**config.mk**
```make
export PLATFORM = sky130hd
export DESIGN_NAME = ue14500_host
export DESIGN_NICKNAME = d
export VERILOG_FILES = /design/src/rtl/ue14500_pkg.sv /design/src/rtl/ue14500_rstack.sv /design/src/rtl/ue14500_host.sv
export SDC_FILE = /design/constraint.sdc
export NUM_CORES = 1
export LEC_CHECK = 0
export ABC_AREA = 1
export BUFFER_PORTS_ARGS = -buffer_cell sky130_fd_sc_hd__buf_4
export CAP_MARGIN = 20
export CORE_MARGIN = 2
export CORE_UTILIZATION = 60
export CTS_BUF_LIST = sky130_fd_sc_hd__clkbuf_8
export CTS_CLUSTER_SIZE = 12
export DETAILED_ROUTE_END_ITERATION = 8
export MAX_ROUTING_LAYER = met4
export PLACE_DENSITY = 0.78
export SLEW_MARGIN = 20
export SYNTH_ARGS = -nofsm -noshare
export SYNTH_HDL_FRONTEND = slang
export SYNTH_SLANG_ARGS = --single-unit
export TNS_END_PERCENT = 10
```
**constraint.sdc**
```tcl
create_clock -name CLK -period 2.2 [get_ports CLK]
set_input_delay 0.44 -clock CLK [delete_from_list [all_inputs] [get_ports CLK]]
set_output_delay 0.44 -clock CLK [all_outputs]
set_load 0.005 [all_outputs]
```
**src/rtl/ue14500_pkg.sv**
```systemverilog
// Shared definitions for the UE14500 host: core opcodes, host states and the I/O address map.
package ue14500_pkg;

    typedef enum logic [3:0] {
        OP_NOP0 = 4'h0, OP_LD   = 4'h1, OP_ADD  = 4'h2, OP_SUB  = 4'h3,
        OP_ONE  = 4'h4, OP_NAND = 4'h5, OP_OR   = 4'h6, OP_XOR  = 4'h7,
        OP_STO  = 4'h8, OP_STOC = 4'h9, OP_IEN  = 4'hA, OP_OEN  = 4'hB,
        OP_JMP  = 4'hC, OP_RTN  = 4'hD, OP_SKZ  = 4'hE, OP_NOPF = 4'hF
    } opcode_e;

    typedef enum logic [1:0] {
        IDLE = 2'd0,
        RUN  = 2'd1,
        HALT = 2'd2
    } state_e;

    // Data addresses at or above this read back the output register.
    localparam logic [3:0] IO_SPLIT = 4'd8;

    function automatic logic data_bit(input logic [3:0] addr, input logic [7:0] ins,
                                      input logic [7:0] outs);
        return (addr >= IO_SPLIT) ? outs[addr[2:0]] : ins[addr[2:0]];
    endfunction

endpackage

```
**src/rtl/ue14500_rstack.sv**
```systemverilog
// Return-address stack; a push onto a full stack drops the oldest entry.
module ue14500_rstack
    import ue14500_pkg::*;
#(
    parameter int STACK_DEPTH = 2
) (
    input  logic       CLK,
    input  logic       RST_N,
    input  logic       clear,
    input  logic       push,
    input  logic       pop,
    input  logic [3:0] push_data,
    output logic [3:0] pop_data,
    output logic       empty
);

    localparam int CW = $clog2(STACK_DEPTH + 1);

    logic [3:0]    entries_q [STACK_DEPTH];
    logic [CW-1:0] count_q;
    logic          full;

    assign full  = (count_q == CW'(STACK_DEPTH));
    assign empty = (count_q == '0);

    always_comb begin
        pop_data = '0;
        for (int i = 0; i < STACK_DEPTH; i++) begin
            if (count_q == CW'(i + 1)) pop_data = entries_q[i];
        end
    end

    always_ff @(posedge CLK or negedge RST_N) begin
        if (!RST_N) begin
            count_q <= '0;
            for (int i = 0; i < STACK_DEPTH; i++) entries_q[i] <= '0;
        end else if (clear) begin
            count_q <= '0;
        end else if (push) begin
            if (full) begin
                for (int i = 0; i < STACK_DEPTH - 1; i++) entries_q[i] <= entries_q[i+1];
                entries_q[STACK_DEPTH-1] <= push_data;
            end else begin
                for (int i = 0; i < STACK_DEPTH; i++) begin
                    if (count_q == CW'(i)) entries_q[i] <= push_data;
                end
                count_q <= count_q + CW'(1);
            end
        end else if (pop && !empty) begin
            count_q <= count_q - CW'(1);
        end
    end

endmodule

```
**src/rtl/ue14500_host.sv**
```systemverilog
// Host controller for the UE14500 core: program memory, PC, return stack and 16-bit I/O space.
module ue14500_host
    import ue14500_pkg::*;
#(
    parameter int STACK_DEPTH = 2,
    parameter int PROG_DEPTH  = 16
) (
    input  logic       CLK,
    input  logic       RST_N,
    input  logic       START,
    input  logic       PLD_WE,
    input  logic [3:0] PLD_ADDR,
    input  logic [7:0] PLD_DATA,
    input  logic [7:0] IO_IN,
    output logic [7:0] IO_OUT,
    output logic [3:0] CPU_IR,
    output logic       CPU_DIN,
    output logic       CPU_RST,
    input  logic       CPU_FL0,
    input  logic       CPU_JMP,
    input  logic       CPU_RTN,
    input  logic       CPU_FLF,
    input  logic       CPU_DOUT,
    input  logic       CPU_WRT,
    output logic       TICK,
    output logic       HALTED
);

    state_e     state_q;
    logic       ph_q;
    logic [3:0] pc_q;
    logic [3:0] addr_q;
    logic       din_q;
    logic       tick_q;
    logic [7:0] io_out_q;
    logic [7:0] prog_q [PROG_DEPTH];
    logic [7:0] cur_word;
    logic       run;
    logic       stk_push;
    logic       stk_pop;
    logic       stk_clear;
    logic [3:0] stk_pop_data;
    logic       stk_empty;

    assign run      = (state_q == RUN);
    assign cur_word = prog_q[pc_q];

    assign CPU_IR  = run ? cur_word[7:4] : OP_NOPF;
    assign CPU_DIN = din_q;
    assign CPU_RST = !run;
    assign IO_OUT  = io_out_q;
    assign TICK    = tick_q;
    assign HALTED  = (state_q == HALT);

    // JMP outranks RTN, so a simultaneous pop never happens.
    assign stk_push  = run && ph_q && CPU_JMP;
    assign stk_pop   = run && ph_q && !CPU_JMP && CPU_RTN;
    assign stk_clear = !run && START;

    ue14500_rstack #(
        .STACK_DEPTH(STACK_DEPTH)
    ) u_rstack (
        .CLK      (CLK),
        .RST_N    (RST_N),
        .clear    (stk_clear),
        .push     (stk_push),
        .pop      (stk_pop),
        .push_data(pc_q + 4'd1),
        .pop_data (stk_pop_data),
        .empty    (stk_empty)
    );

    // Program memory is deliberately not reset.
    always_ff @(posedge CLK) begin
        if (PLD_WE && !run) prog_q[PLD_ADDR] <= PLD_DATA;
    end

    always_ff @(posedge CLK or negedge RST_N) begin
        if (!RST_N) begin
            state_q  <= IDLE;
            ph_q     <= 1'b0;
            pc_q     <= 4'd0;
            addr_q   <= 4'd0;
            din_q    <= 1'b0;
            io_out_q <= 8'h00;
            tick_q   <= 1'b0;
        end else begin
            tick_q <= run && ph_q && CPU_FL0;
            if (!run) begin
                ph_q  <= 1'b0;
                din_q <= 1'b0;
                if (START) begin
                    state_q <= RUN;
                    pc_q    <= 4'd0;
                end
            end else begin
                ph_q <= !ph_q;
                if (CPU_WRT && addr_q >= IO_SPLIT) io_out_q[addr_q[2:0]] <= CPU_DOUT;
                if (!ph_q) begin
                    addr_q <= cur_word[3:0];
                    din_q  <= data_bit(cur_word[3:0], IO_IN, io_out_q);
                end else begin
                    if (CPU_JMP)      pc_q <= addr_q;
                    else if (CPU_RTN) pc_q <= stk_empty ? 4'd0 : stk_pop_data;
                    else              pc_q <= pc_q + 4'd1;
                    if (CPU_FLF) state_q <= HALT;
                end
            end
        end
    end

endmodule

```
# --- Yosys cells after proc, flatten, opt, wreduce, memory -nomap -nowiden ---
# Memories as Yosys holds them, arrays and structs flattened.
# Cells that the tools add are included.
# Widths: inputs -> output; s select.
totals:
  ff_bits: 31
  inputBits: 30
  memories: 1
  ram_bits: 128
classes:
  n_addsub: 3
  eq_ne: 8
  mux: 33
  n_reduce_logical: 26
  bitwise: 2
  order_cmp: 5
mem_list:
  columns: ["memory", "depth", "width", "rd", "rd_clocked_by_memory_dff", "write_ports", "line", "source"]
  rows:
  - ["prog_q", 16, 8, 1, 0, 1, "ue14500_host.sv:36", "logic [7:0] prog_q [PROG_DEPTH];"]
op_table:
  columns: ["operator", "n"]
  rows:
  - ["$mux 4", 11]
  - ["$mux 2", 8]
  - ["$logic_and 1x1->1", 10]
  - ["$mux 1", 9]
  - ["$reduce_and 3->1", 3]
  - ["$bwmux 8", 1]
  - ["$ge 4x4->1 const B", 2]
  - ["$lt 3x4->1 const B", 2]
  - ["$mux 8", 1]
  - ["$reduce_and 2->1", 4]
  - ["$bmux 1 s3", 2]
  - ["$ne 2x2->1 const B", 3]
  - ["$reduce_bool 2->1", 3]
  - ["$add 4x1->4 const B", 1]
  - ["$eq 2x1->1 const B", 2]
  - ["$eq 2x2->1 const B", 2]
  - ["$logic_not 1->1", 4]
  - ["$demux 1 s3", 1]
  - ["$ge 3x1->1 const B", 1]
  - ["$ne 3x3->1 const B", 1]
  - ["$reduce_bool 3->1", 1]
  - ["$add 2x1->2 const B", 1]
  - ["$logic_not 2->1", 1]
  - ["$not 1->1", 2]
  - ["$sub 2x1->2 const B", 1]

# --- Depth between registers and ports, before layout ---
# Gate-level depths: netlist of the first run.
depth:
  word_depth: 8
  mapped_depth: 15

# --- By module ---
# Synthesis of the first run repeated with hierarchy kept, for this count alone.
hier_totals:
  hier_cells: 653
  area_unflattened_um2: 6970.4
modules_own_cells:
  columns: ["mod", "n_inst", "cells_per_inst", "area_each_um2"]
  rows:
  - ["ue14500_host", 1, 576, 6397.4]
  - ["ue14500_rstack", 1, 77, 573.0]

# --- Worst setup path after synthesis of the first run ---
# No wires, ideal clock.
synth_timing:
  path_kind: "register -> output"
  from: "register pc_q[0]"
  to: "output CPU_IR[3]"
  arrival_ns: 1.450
  path_buffers: 3
  slack_ns: 0.310
  stages_incl_launch_ff: 9
  path_cell_list: "dfrtp_1 -> inv_2 -> buf_4 -> buf_2 -> buf_2 -> nand2_1 -> a221oi_1 -> o21ai_0 -> nand3_1"
synth_between:
  elab_chain_cells: 2
synth_lines:
  columns: ["element", "line", "source"]
  rows:
  - ["start: declaration", "ue14500_host.sv:31", "logic [3:0] pc_q;"]
  - ["start signal: assignment", "ue14500_host.sv:103", "if (CPU_JMP) pc_q <= addr_q;"]
  - ["start signal: assignment", "ue14500_host.sv:104", "else if (CPU_RTN) pc_q <= stk_empty ? 4'd0 : stk_pop_data;"]
  - ["start signal: assignment", "ue14500_host.sv:105", "else pc_q <= pc_q + 4'd1;"]
  - ["$mem_v2 16x8", null, null]
  - ["$mux 4", "ue14500_host.sv:48", "assign CPU_IR = run ? cur_word[7:4] : OP_NOPF;"]
  - ["end: declaration", "ue14500_host.sv:16", "output logic [3:0] CPU_IR,"]
# Every way passes these cells.

# --- Worst setup path in the final report of the first run ---
# Same ends and word-level chain as after synthesis.

==> results of run 1 <==
==> cells by family (layout without fill, tap and decap cells) <==
family                     Yosys count  in the layout  share of synthesized area
and+or+nand+nor                    263            263                      0.163
adders and majority gates            4              4                    0.00731
AOI/OAI and AO/OA                  120            120                      0.100
buffers and inverters               71            171                     0.0490
DFF                                159            159                      0.675
muxes                                1              1                    0.00165
xor gates and xnor gates             3              3                    0.00384
==> timing repair <==
item,CTS,global route
gates cloned,4,3
endpoints found under the hold margin,31,0
gates resized for setup,22,47
endpoints found under the setup margin,4,5
buffers inserted,6,4
hold buffers,1,0
pin swaps,6,18
==> path summary, 6_finish.rpt <==
path / end / from / depth (start not counted) / slack (ns)
max in group asynchronous: pc_q[2] / RST_N / 2 / 1.44
min reg2reg: u_rstack.entries_q[2] / u_rstack.entries_q[2] / 2 / 0.54
max reg2reg: CPU_DIN / pc_q[0] / 15 / -0.04
min in group asynchronous: u_rstack.entries_q[7] / RST_N / 2 / 0.45
max: CPU_IR[3] / pc_q[0] / 7 / -0.34
min: state_q[1] / START / 2 / 0.18
==> per-layer routing <==
layer | part of all wire | GRT usage
met1 | 0.38 | 0.334
met2 | 0.49 | 0.439
met3 | 0.090 | 0.0804
met4 | 0.036 | 0.123
met5 | 0 | -
==> registers in the layout, summed over array words and instances (netlist names), 2 cells and up <==
signal              cells
u_rstack.count_q        2
state_q                 2
IO_OUT                  8
addr_q                  4
pc_q                    4
u_rstack.entries_q      8
prog_q                128
==> worst max-delay path: cells and delay by family (launching register included) <==
kind / cells / cell delay, ns
DFF: 1 / 0.50
AOI/OAI and AO/OA: 2 / 0.32
buffers and inverters: 3 / 0.50
and+or+nand+nor: 2 / 0.31
==> cell usage after synthesis, types with 2 or more instances <==
cell type  number  area, sq um
buf_4           6         45.0
inv_1          43          161
o21ai_0        48          240
nor2_1         72          270
o221ai_1        4         35.0
inv_4           2         12.5
xor2_1          2         17.5
nor2_2          5         31.3
ha_1            4         50.1
clkbuf_1        3         11.3
o22ai_1        11         68.8
o211ai_1        6         45.0
buf_2           8         40.0
a21oi_1        32          160
dfrtp_1        31          776
nand3_1        50          250
buf_6           4         45.0
edfxtp_1      128         3840
nand2_2         3         18.8
a31oi_1         9         56.3
a221oi_1        6         52.6
o21ai_1         2         10.0
nand2_4         3         33.8
nand2_1       124          465
nand4_1         3         18.8
inv_2           4         15.0
==> power groups by stage <==
stage | Clock [mW] | Sequential (mW) | Combinational [mW]
2_1_floorplan | 0 | 3.77 | 2.10
3_3_place_gp | 0 | 3.85 | 2.92
3_5_place_dp | 0 | 3.86 | 3.06
4_1_cts | 2.11 | 3.80 | 3.45
5_1_grt | 2.22 | 3.85 | 4.18
6_report | 2.10 | 3.82 | 3.89
==> layout make-up <==
| class | count | area, sq um | area share |
|---|---|---|---|
| inverter | 49 | 199 | 0.0239 |
| timing repair buffer | 90 | 862 | 0.104 |
| multi-input combinational | 391 | 2070 | 0.249 |
| tap | 143 | 179 | 0.0215 |
| clock inverter | 15 | 149 | 0.0179 |
| clock buffer | 17 | 234 | 0.0281 |
| sequential | 159 | 4620 | 0.556 |
==> flow_summary_export.csv, run 1 <==
group,metric,value,unit
power,power_leakage,3.31,nW
worst_setup_path,critPathKind,"reg -> out",
route,final_antenna_net_count,0,
layout,final_cells,864,
sta,grt_setup_unrepaired,"yes",
floorplan,dieArea,0.0123,sq mm
worst_setup_path,cp_max_fo,17,
sta,clock_skew,0.00710,ns
clocking,cts_num_sinks,159,
power,powerDensity,1180,mW/mm^2
logic_synthesis,syn_inst,621,
min_path,hold_class,"in -> reg",
worst_setup_path,cp.arrival,2.10,ns
global_routing,grt_max_degree,35,
floorplan,die_h,111,microns
global_routing,grtUsageTotal,0.277,
route,drc,0,
outcome,violations,"setup timing",
power,switching_share,0.386,
layout,layout_commonest_cell,"edfxtp_1",
clocking,cts_tree,"yes",
power,pwr-share-comb,0.396,
sta,fin_setup_tns,-1.03,ns
placed_design,gp_congestion,0.878,
logic_synthesis,syn-num-nets,655,
route,vias_per_cell,6.10,
layout,fillerInstances,696,
logic_synthesis,synth-edff-count,128,
worst_setup_path,critPathMaxStageDelay,0.50,ns
power,p_int,6.03,mW
worst_setup_path,slowest_stage,"dfrtp_2",
sta,fin_crit,2.54,ns
power,switchingPower,3.78,mW
layout,n_antenna_cell,0,
sta,hold_viol_final,0,
layout,fin_area,0.00832,sq mm
placed_design,portBuffers,45,
floorplan,ios,46,
route,drt-initial-drc-count,761,
route,wl_per_cell,20.1,microns
floorplan,rows,39,
worst_setup_path,cp-start-kind,"flop",
sta,whs,0.180,ns
clocking,max-clock-path-buffers,2,
global_routing,grt-ovfl-total,0,
clocking,insertion_delay,0.46,ns
floorplan,initial_core_util,0.607,
placed_design,place_hpwl,10000,microns
logic_synthesis,ys_seq_area_frac,0.675,
floorplan,coreArea,0.0113,sq mm
power,ir_worst_vdd,0.000797,V
sta,setup_viol,5,
logic_synthesis,synth-seq-cells,159,
logic_synthesis,synth_ff_type,"edfxtp_1",
layout,finish.utilization,0.738,
job,cap_violations,0,
placed_design,placed_cell_area,0.00745,sq mm
layout,areaGrowthSynthToFinish,21.5,%
placed_design,dp_slack,0.134,ns
global_routing,grt_pass1_vias,4954,
sta,tightestPinTransition,0.662,ns
global_routing,antenna_found_initial,0,
floorplan,fp.dieW,111,microns
outcome,status,"finished with violations",
layout,drive_gt1_frac,0.245,
sta,timing.final.crit_share,1.15,
sta,finalWorstSetupSlack,-0.337,ns
clocking,clk_pin_slew,0.09,ns
worst_setup_path,required,1.76,ns
placed_design,dp.cells,815,
clocking,cts-root-buf,"clkbuf_8",
global_routing,grt_first_pass_wirelength,25300,microns
worst_setup_path,endpoint_kind,"primary output",
worst_setup_path,path_cells,"buf_12, clkbuf_16, nor2_1, o22ai_1, o21ai_1, nand3_1, buf_4",
route,via_count,5274,
logic_synthesis,synth_cell_type_count,34,
clocking,cts_made_buffers,17,
power,clockPowerShare,0.214,
logic_synthesis,synth-async-reset-ratio,0.195,
logic_synthesis,synth_area,0.00684,sq mm
logic_synthesis,yosysWarnings,0,
power,p_total,9.81,mW
layout,nNetsFinal,742,
clocking,cts_max_level,4,
route,drt-total-wl,17400,microns
power,pwr-share-seq,0.389,
sta,maxSlewViolCount,0,
route,drt_first_pass_iters,6,
sta,maxSlewHeadroom,0.558,
logic_synthesis,avgSynthCellArea,11.0,sq um
sta,clock.fmax,394,MHz
layout,final_cell_mix,"128 x edfxtp_1, 122 x nand2_1, 77 x buf_4, 62 x nor2_1, 49 x nand3_1",
Power figures use the tool's default switching activity.
==> run 2: changes to the inputs <==
Settings changed: ABC_AREA 1 to unset.
Clock period 2.2 ns to 3 ns, I/O delays scaled along.
==> flow_summary_export.csv, run 2 <==
group,metric,value,unit
sta,grt_setup_unrepaired,"yes",
logic_synthesis,synth_ff_type,"edfxtp_1",
global_routing,antenna_found_initial,0,
logic_synthesis,yosysTopAreaCell,"edfxtp_1",
worst_setup_path,endpoint_kind,"primary output",
sta,setup_viol,0,
placed_design,dp_slack,0.175,ns
logic_synthesis,synth_common_cells,"128 x edfxtp_1, 42 x mux2i_1, 31 x dfrtp_1, 29 x nand2_1, 26 x nor2_1",
placed_design,portBuffers,45,
job,cap_violations,0,
logic_synthesis,synth_area,0.00667,sq mm
route,drt-total-wl,13500,microns
global_routing,grt-ovfl-total,0,
min_path,hold_class,"in -> async",
sta,tightestPinTransition,1.11,ns
power,p_int,4.47,mW
floorplan,coreArea,0.0108,sq mm
logic_synthesis,synth-seq-cells,159,
layout,areaGrowthSynthToFinish,15.9,%
power,powerDensity,830,mW/mm^2
power,switching_share,0.304,
clocking,cts-root-buf,"clkbuf_8",
power,clockPowerShare,0.259,
worst_setup_path,required,2.40,ns
logic_synthesis,yosys-top-cells-area,"edfxtp_1 58%, dfrtp_1 12%, mux2i_1 6.3%",
power,pwr-share-comb,0.305,
logic_synthesis,synth-edff-count,128,
sta,maxSlewHeadroom,0.256,
placed_design,place_hpwl,9100,microns
sta,clock_skew,0.0138,ns
floorplan,ios,46,
logic_synthesis,synthMostInstantiatedCell,"edfxtp_1",
global_routing,grt_pass1_vias,3809,
logic_synthesis,synth-async-reset-ratio,0.195,
layout,n_antenna_cell,0,
power,ir_worst_vdd,0.000489,V
route,final_antenna_net_count,0,
worst_setup_path,timing.rr.end,"CPU_DIN",
worst_setup_path,cp-start-kind,"flop",
worst_setup_path,cp_max_fo,12,
route,drt-initial-drc-count,441,
route,wl_met1,5840,microns
worst_setup_path,cp.arrival,2.29,ns
logic_synthesis,avgSynthCellArea,16.0,sq um
layout,multi_input_area,0.00196,sq mm
worst_setup_path,reg2reg_from,"pc_q[1]",
route,drc,0,
clocking,insertion_delay,0.45,ns
sta,timing.final.crit_share,0.964,
logic_synthesis,synth_cell_type_count,45,
route,drt_first_pass_iters,6,
logic_synthesis,synth_top_cell_area_share,0.576,
worst_setup_path,reg2reg_depth,9,
global_routing,grt_first_pass_wirelength,20600,microns
logic_synthesis,ys_seq_area_frac,0.692,
floorplan,rows,38,
layout,nNetsFinal,518,
route,vias_per_cell,6.03,
floorplan,die_h,109,microns
global_routing,grtUsageTotal,0.252,
layout,drive_gt1_frac,0.278,
power,p_total,6.42,mW
clocking,cts_tree,"yes",
layout,layout_commonest_cell,"edfxtp_1",
route,via_count,3844,
floorplan,fp.dieW,109,microns
logic_synthesis,syn-num-nets,451,
sta,hold_viol_final,0,
sta,finalWorstSetupSlack,0.107,ns
outcome,status,"completed",
floorplan,initial_core_util,0.616,
route,top_layer,"met4",
power,pwr-share-seq,0.436,
clocking,cts_max_level,4,
layout,largest_reg_flops,128,
clocking,cts_num_sinks,159,
sta,fin_crit,2.89,ns
worst_setup_path,r2r_slack,0.11,ns
power,switchingPower,1.95,mW
placed_design,gp_congestion,0.845,
route,wl_per_cell,21.3,microns
clocking,clk_pin_slew,0.09,ns
sta,clock.fmax,346,MHz
layout,final_cell_mix,"128 x edfxtp_1, 67 x buf_4, 42 x mux2i_1, 30 x dfrtp_1, 29 x nand2_1",
worst_setup_path,critPathKind,"reg -> out",
layout,top_register,"prog_q",
layout,fillerInstances,705,
sta,maxSlewViolCount,0,
sta,fin_setup_tns,0,ns
logic_synthesis,yosysWarnings,0,
power,power_leakage,2.79,nW
clocking,cts_made_buffers,17,
global_routing,grt_max_degree,32,
route,dr_wl_met3,932,microns
logic_synthesis,syn_inst,417,
clocking,max-clock-path-buffers,2,
floorplan,dieArea,0.0120,sq mm
route,dr_wl_met2,6520,microns
layout,regArea,0.00462,sq mm
-- run 2: changes by cell type after synthesis, sizes merged, moves of 15 or more --
cell   before  now
a21oi      32    4
inv        49    6
mux2        1   16
mux2i       0   42
mux4        0   19
nand2     130   29
nand3      51   10
nor2       78   26
o21ai      50   18
-- run 2: worst max-delay path by stage --
stage,end,slack [ns],from,cells past startpoint
2_1_floorplan,CPU_IR[0],0.28,pc_q[0],9
3_3_place_gp,CPU_DIN,0.32,pc_q[1],9
3_5_place_dp,CPU_DIN,0.18,pc_q[1],9
4_1_cts,CPU_IR[3],0.01,pc_q[0],5
5_1_grt,CPU_IR[2],-0.01,pc_q[1],7
6_report,CPU_IR[1],0.11,pc_q[1],7
-- run 2: kinds of logic (layout without fill, tap and decap cells) --
kind of cell    after synthesis  count (layout)  share of synthesized area
compound gates               54              54                     0.0561
mux                          77              77                      0.156
buf+inv                      26             106                     0.0172
fa+ha+maj                     4               4                    0.00750
xor+xnor                      3               3                    0.00394
flops                       159             159                      0.692
simple gates                 94              94                     0.0673
-- run 2: layout make-up --
| cell class | count | area share |
|---|---|---|
| sequential | 159 | 0.598 |
| multi-input combinational | 232 | 0.254 |
| timing repair buffer | 68 | 0.0676 |
| clock buffer | 17 | 0.0302 |
| clock inverter | 15 | 0.0249 |
| tap | 140 | 0.0226 |
| inverter | 6 | 0.00291 |
-- run 2: stage by stage --
step,cells,hold WS [ns],utilization,area [sq um]
floorplan,417,0.304,-,6670
global placement,603,0.464,0.670,7270
detailed placement,603,0.473,0.670,7270
CTS,635,0.0720,0.710,7690
global route,637,0.0798,0.714,7730
finish,637,0.0711,0.714,7730
-- run 2: worst max-delay path, cell delays in order, from the launching register on --
cell and delay (ns):
dfrtp_1 0.47, buf_4 0.24, and2_1 0.20, buf_4 0.20, a221oi_1 0.35, a22oi_1 0.15
nand3_1 0.12, buf_4 0.11
-- run 2: power by group through the flow --
stage | sequential [mW] | combinational, mW | clock [mW]
floorplan | 2.76 | 1.36 | 0
global placement | 2.86 | 1.83 | 0
detailed placement | 2.88 | 1.89 | 0
CTS | 2.83 | 1.90 | 1.69
global route | 2.83 | 2.13 | 1.78
finish | 2.80 | 1.95 | 1.66
-- run 2: timing repair --
action	in CTS	in global routing
buffers inserted	0	2
hold buffers	0	0
resized for setup	1	4
setup endpoints to repair	3	4
hold endpoints to repair	0	0
-- run 2: routing by layer --
metal / up-vias / track usage
li1: 1764 / -
met1: 1890 / 0.340
met2: 169 / 0.382
met3: 21 / 0.0569
met4: 0 / 0.0958
met5: - / -
==> run 3: changes to the inputs <==
Settings changed: SYNTH_HIERARCHICAL set to 1.
==> flow_summary_export.csv, run 3 <==
group,metric,value,unit
outcome,status,"completed",
worst_setup_path,critPathKind,"reg -> out",
layout,areaGrowthSynthToFinish,17.0,%
placed_design,gp_congestion,0.906,
sta,maxSlewViolCount,0,
floorplan,ios,46,
layout,nNetsFinal,492,
power,powerDensity,809,mW/mm^2
global_routing,grt_pass1_vias,3610,
floorplan,initial_core_util,0.615,
layout,n_antenna_cell,0,
route,drt_first_pass_iters,5,
layout,finish.utilization,0.719,
clocking,clk_pin_slew,0.09,ns
sta,fin_crit,2.97,ns
sta,tightestPinTransition,0.593,ns
power,power_leakage,2.83,nW
logic_synthesis,yosysTopAreaCell,"edfxtp_1",
sta,grt_setup_unrepaired,"yes",
logic_synthesis,synthMostInstantiatedCell,"edfxtp_1",
route,drt-total-wl,13700,microns
worst_setup_path,cp_max_fo,6,
worst_setup_path,endpoint_kind,"primary output",
clocking,insertion_delay,0.44,ns
sta,maxSlewHeadroom,0.603,
placed_design,portBuffers,45,
global_routing,gr-max-usage-layer,"met2",
layout,drive_gt1_frac,0.346,
power,p_total,6.34,mW
floorplan,fp.dieW,110,microns
logic_synthesis,synth_cell_type_count,47,
clocking,max-clock-path-buffers,2,
logic_synthesis,yosysWarnings,6,
clocking,hold_buffers,0,
logic_synthesis,synth-async-reset-ratio,0.195,
sta,timing.final.crit_share,0.990,
sta,hold_viol_final,0,
layout,largest_reg_flops,128,
min_path,hold_class,"in -> async",
layout,final_cells,611,
logic_synthesis,syn-num-nets,416,
placed_design,placed_cell_area,0.00732,sq mm
worst_setup_path,cp.arrival,2.37,ns
sta,fin_setup_tns,0,ns
global_routing,grt-ovfl-total,0,
layout,top_register,"prog_q",
global_routing,use_met2,0.399,
route,drt-initial-drc-count,481,
placed_design,dp_slack,0.408,ns
global_routing,antenna_found_initial,0,
logic_synthesis,synth-edff-count,128,
floorplan,die_h,110,microns
logic_synthesis,synth_area,0.00670,sq mm
floorplan,rows,38,
job,cap_violations,0,
route,wl_per_cell,22.4,microns
worst_setup_path,required,2.40,ns
logic_synthesis,ys_seq_area_frac,0.690,
logic_synthesis,synth_ff_type,"edfxtp_1",
layout,layout_commonest_cell,"edfxtp_1",
layout,fillerInstances,666,
logic_synthesis,syn_inst,382,
route,final_antenna_net_count,0,
power,ir_worst_vdd,0.000523,V
placed_design,dp.cells,575,
clocking,cts-root-buf,"clkbuf_8",
placed_design,place_hpwl,9280,microns
clocking,cts_made_buffers,17,
floorplan,coreArea,0.0109,sq mm
global_routing,grt_first_pass_wirelength,20400,microns
sta,whs,0.0784,ns
logic_synthesis,synth-seq-cells,159,
layout,final_cell_mix,"128 x edfxtp_1, 69 x buf_4, 34 x mux4_2, 30 x dfrtp_1, 26 x nor2_1",
global_routing,grt_max_degree,32,
layout,fin_area,0.00783,sq mm
global_routing,met3_usage,0.0587,
clocking,cts_num_sinks,159,
logic_synthesis,synth_top_cell_area_share,0.574,
logic_synthesis,yosys-top-cells-area,"edfxtp_1 57%, dfrtp_1 12%, mux4_2 11%",
route,vias_per_cell,6.10,
sta,finalWorstSetupSlack,0.0293,ns
global_routing,use_met1,0.331,
logic_synthesis,synth_common_cells,"128 x edfxtp_1, 34 x mux4_2, 31 x dfrtp_1, 26 x nor2_1, 21 x nand2_1",
sta,setup_viol,0,
sta,clock.fmax,337,MHz
global_routing,grtUsageTotal,0.250,
clocking,cts_tree,"yes",
route,via_count,3729,
worst_setup_path,cp-start-kind,"flop",
route,drc,0,
logic_synthesis,avgSynthCellArea,17.5,sq um
clocking,cts_max_level,4,
sta,clock_skew,0.0127,ns
floorplan,dieArea,0.0120,sq mm
## run 3: worst paths after layout
path	slack, ns	endpoint	depth (start not counted)	from
min in group CLK	0.37	state_q[1]	2	START
worst min-delay path	0.08	u_rstack/entries_q[3]	1	RST_N
worst max register to register	0.34	CPU_DIN	9	pc_q[0]
worst min register to register	0.53	IO_OUT[1]	1	IO_OUT[1]
worst max-delay path	0.03	CPU_IR[1]	5	pc_q[0]
max in group asynchronous	2.61	pc_q[0]	1	RST_N
## run 3: cell families after synthesis
logic type               Yosys count  share of synthesized area
AO/OA/AOI/OAI                     30                     0.0299
XOR/XNOR                           2                    0.00262
adder cells (fa/ha/maj)            4                    0.00747
buffers and inverters             27                     0.0202
flip-flops                       159                      0.690
multiplexers                      69                      0.179
AND/OR/NAND/NOR                   91                     0.0714
## run 3: where the power goes
group	internal, mW	switching (mW)	total, mW
clock	0.817	0.773	1.59
sequential	2.61	0.200	2.81
combinational	1.01	0.932	1.94
## run 3: final cells by class
class                      instances  area, sq um  area share
clock buffer                      17          234      0.0299
clock inverter                    15          173      0.0220
timing repair buffer              76          628      0.0802
tap                              140          175      0.0224
multi-input combinational        196         1970       0.252
inverter                           8         30.0     0.00383
sequential                       159         4620       0.590
## run 3: metal layers
metal	vias up	routed length (microns)
met2	173	6960
met5	-	0
met1	1875	5550
li1	1653	-
met3	28	922
met4	0	264
## run 3: critical path: stages (launching register included)
cell       delay (ns)
dfrtp_2          0.50
clkbuf_16        0.20
mux4_2           0.51
mux4_2           0.46
nand2b_4         0.15
buf_6            0.11
## run 3: timing repair
action / CTS / global route
gates resized for setup: 0 / 8
setup buffers: 2 / 1
pin swaps: 0 / 0
endpoints found under the setup margin: 3 / 4
gates cloned: 0 / 1
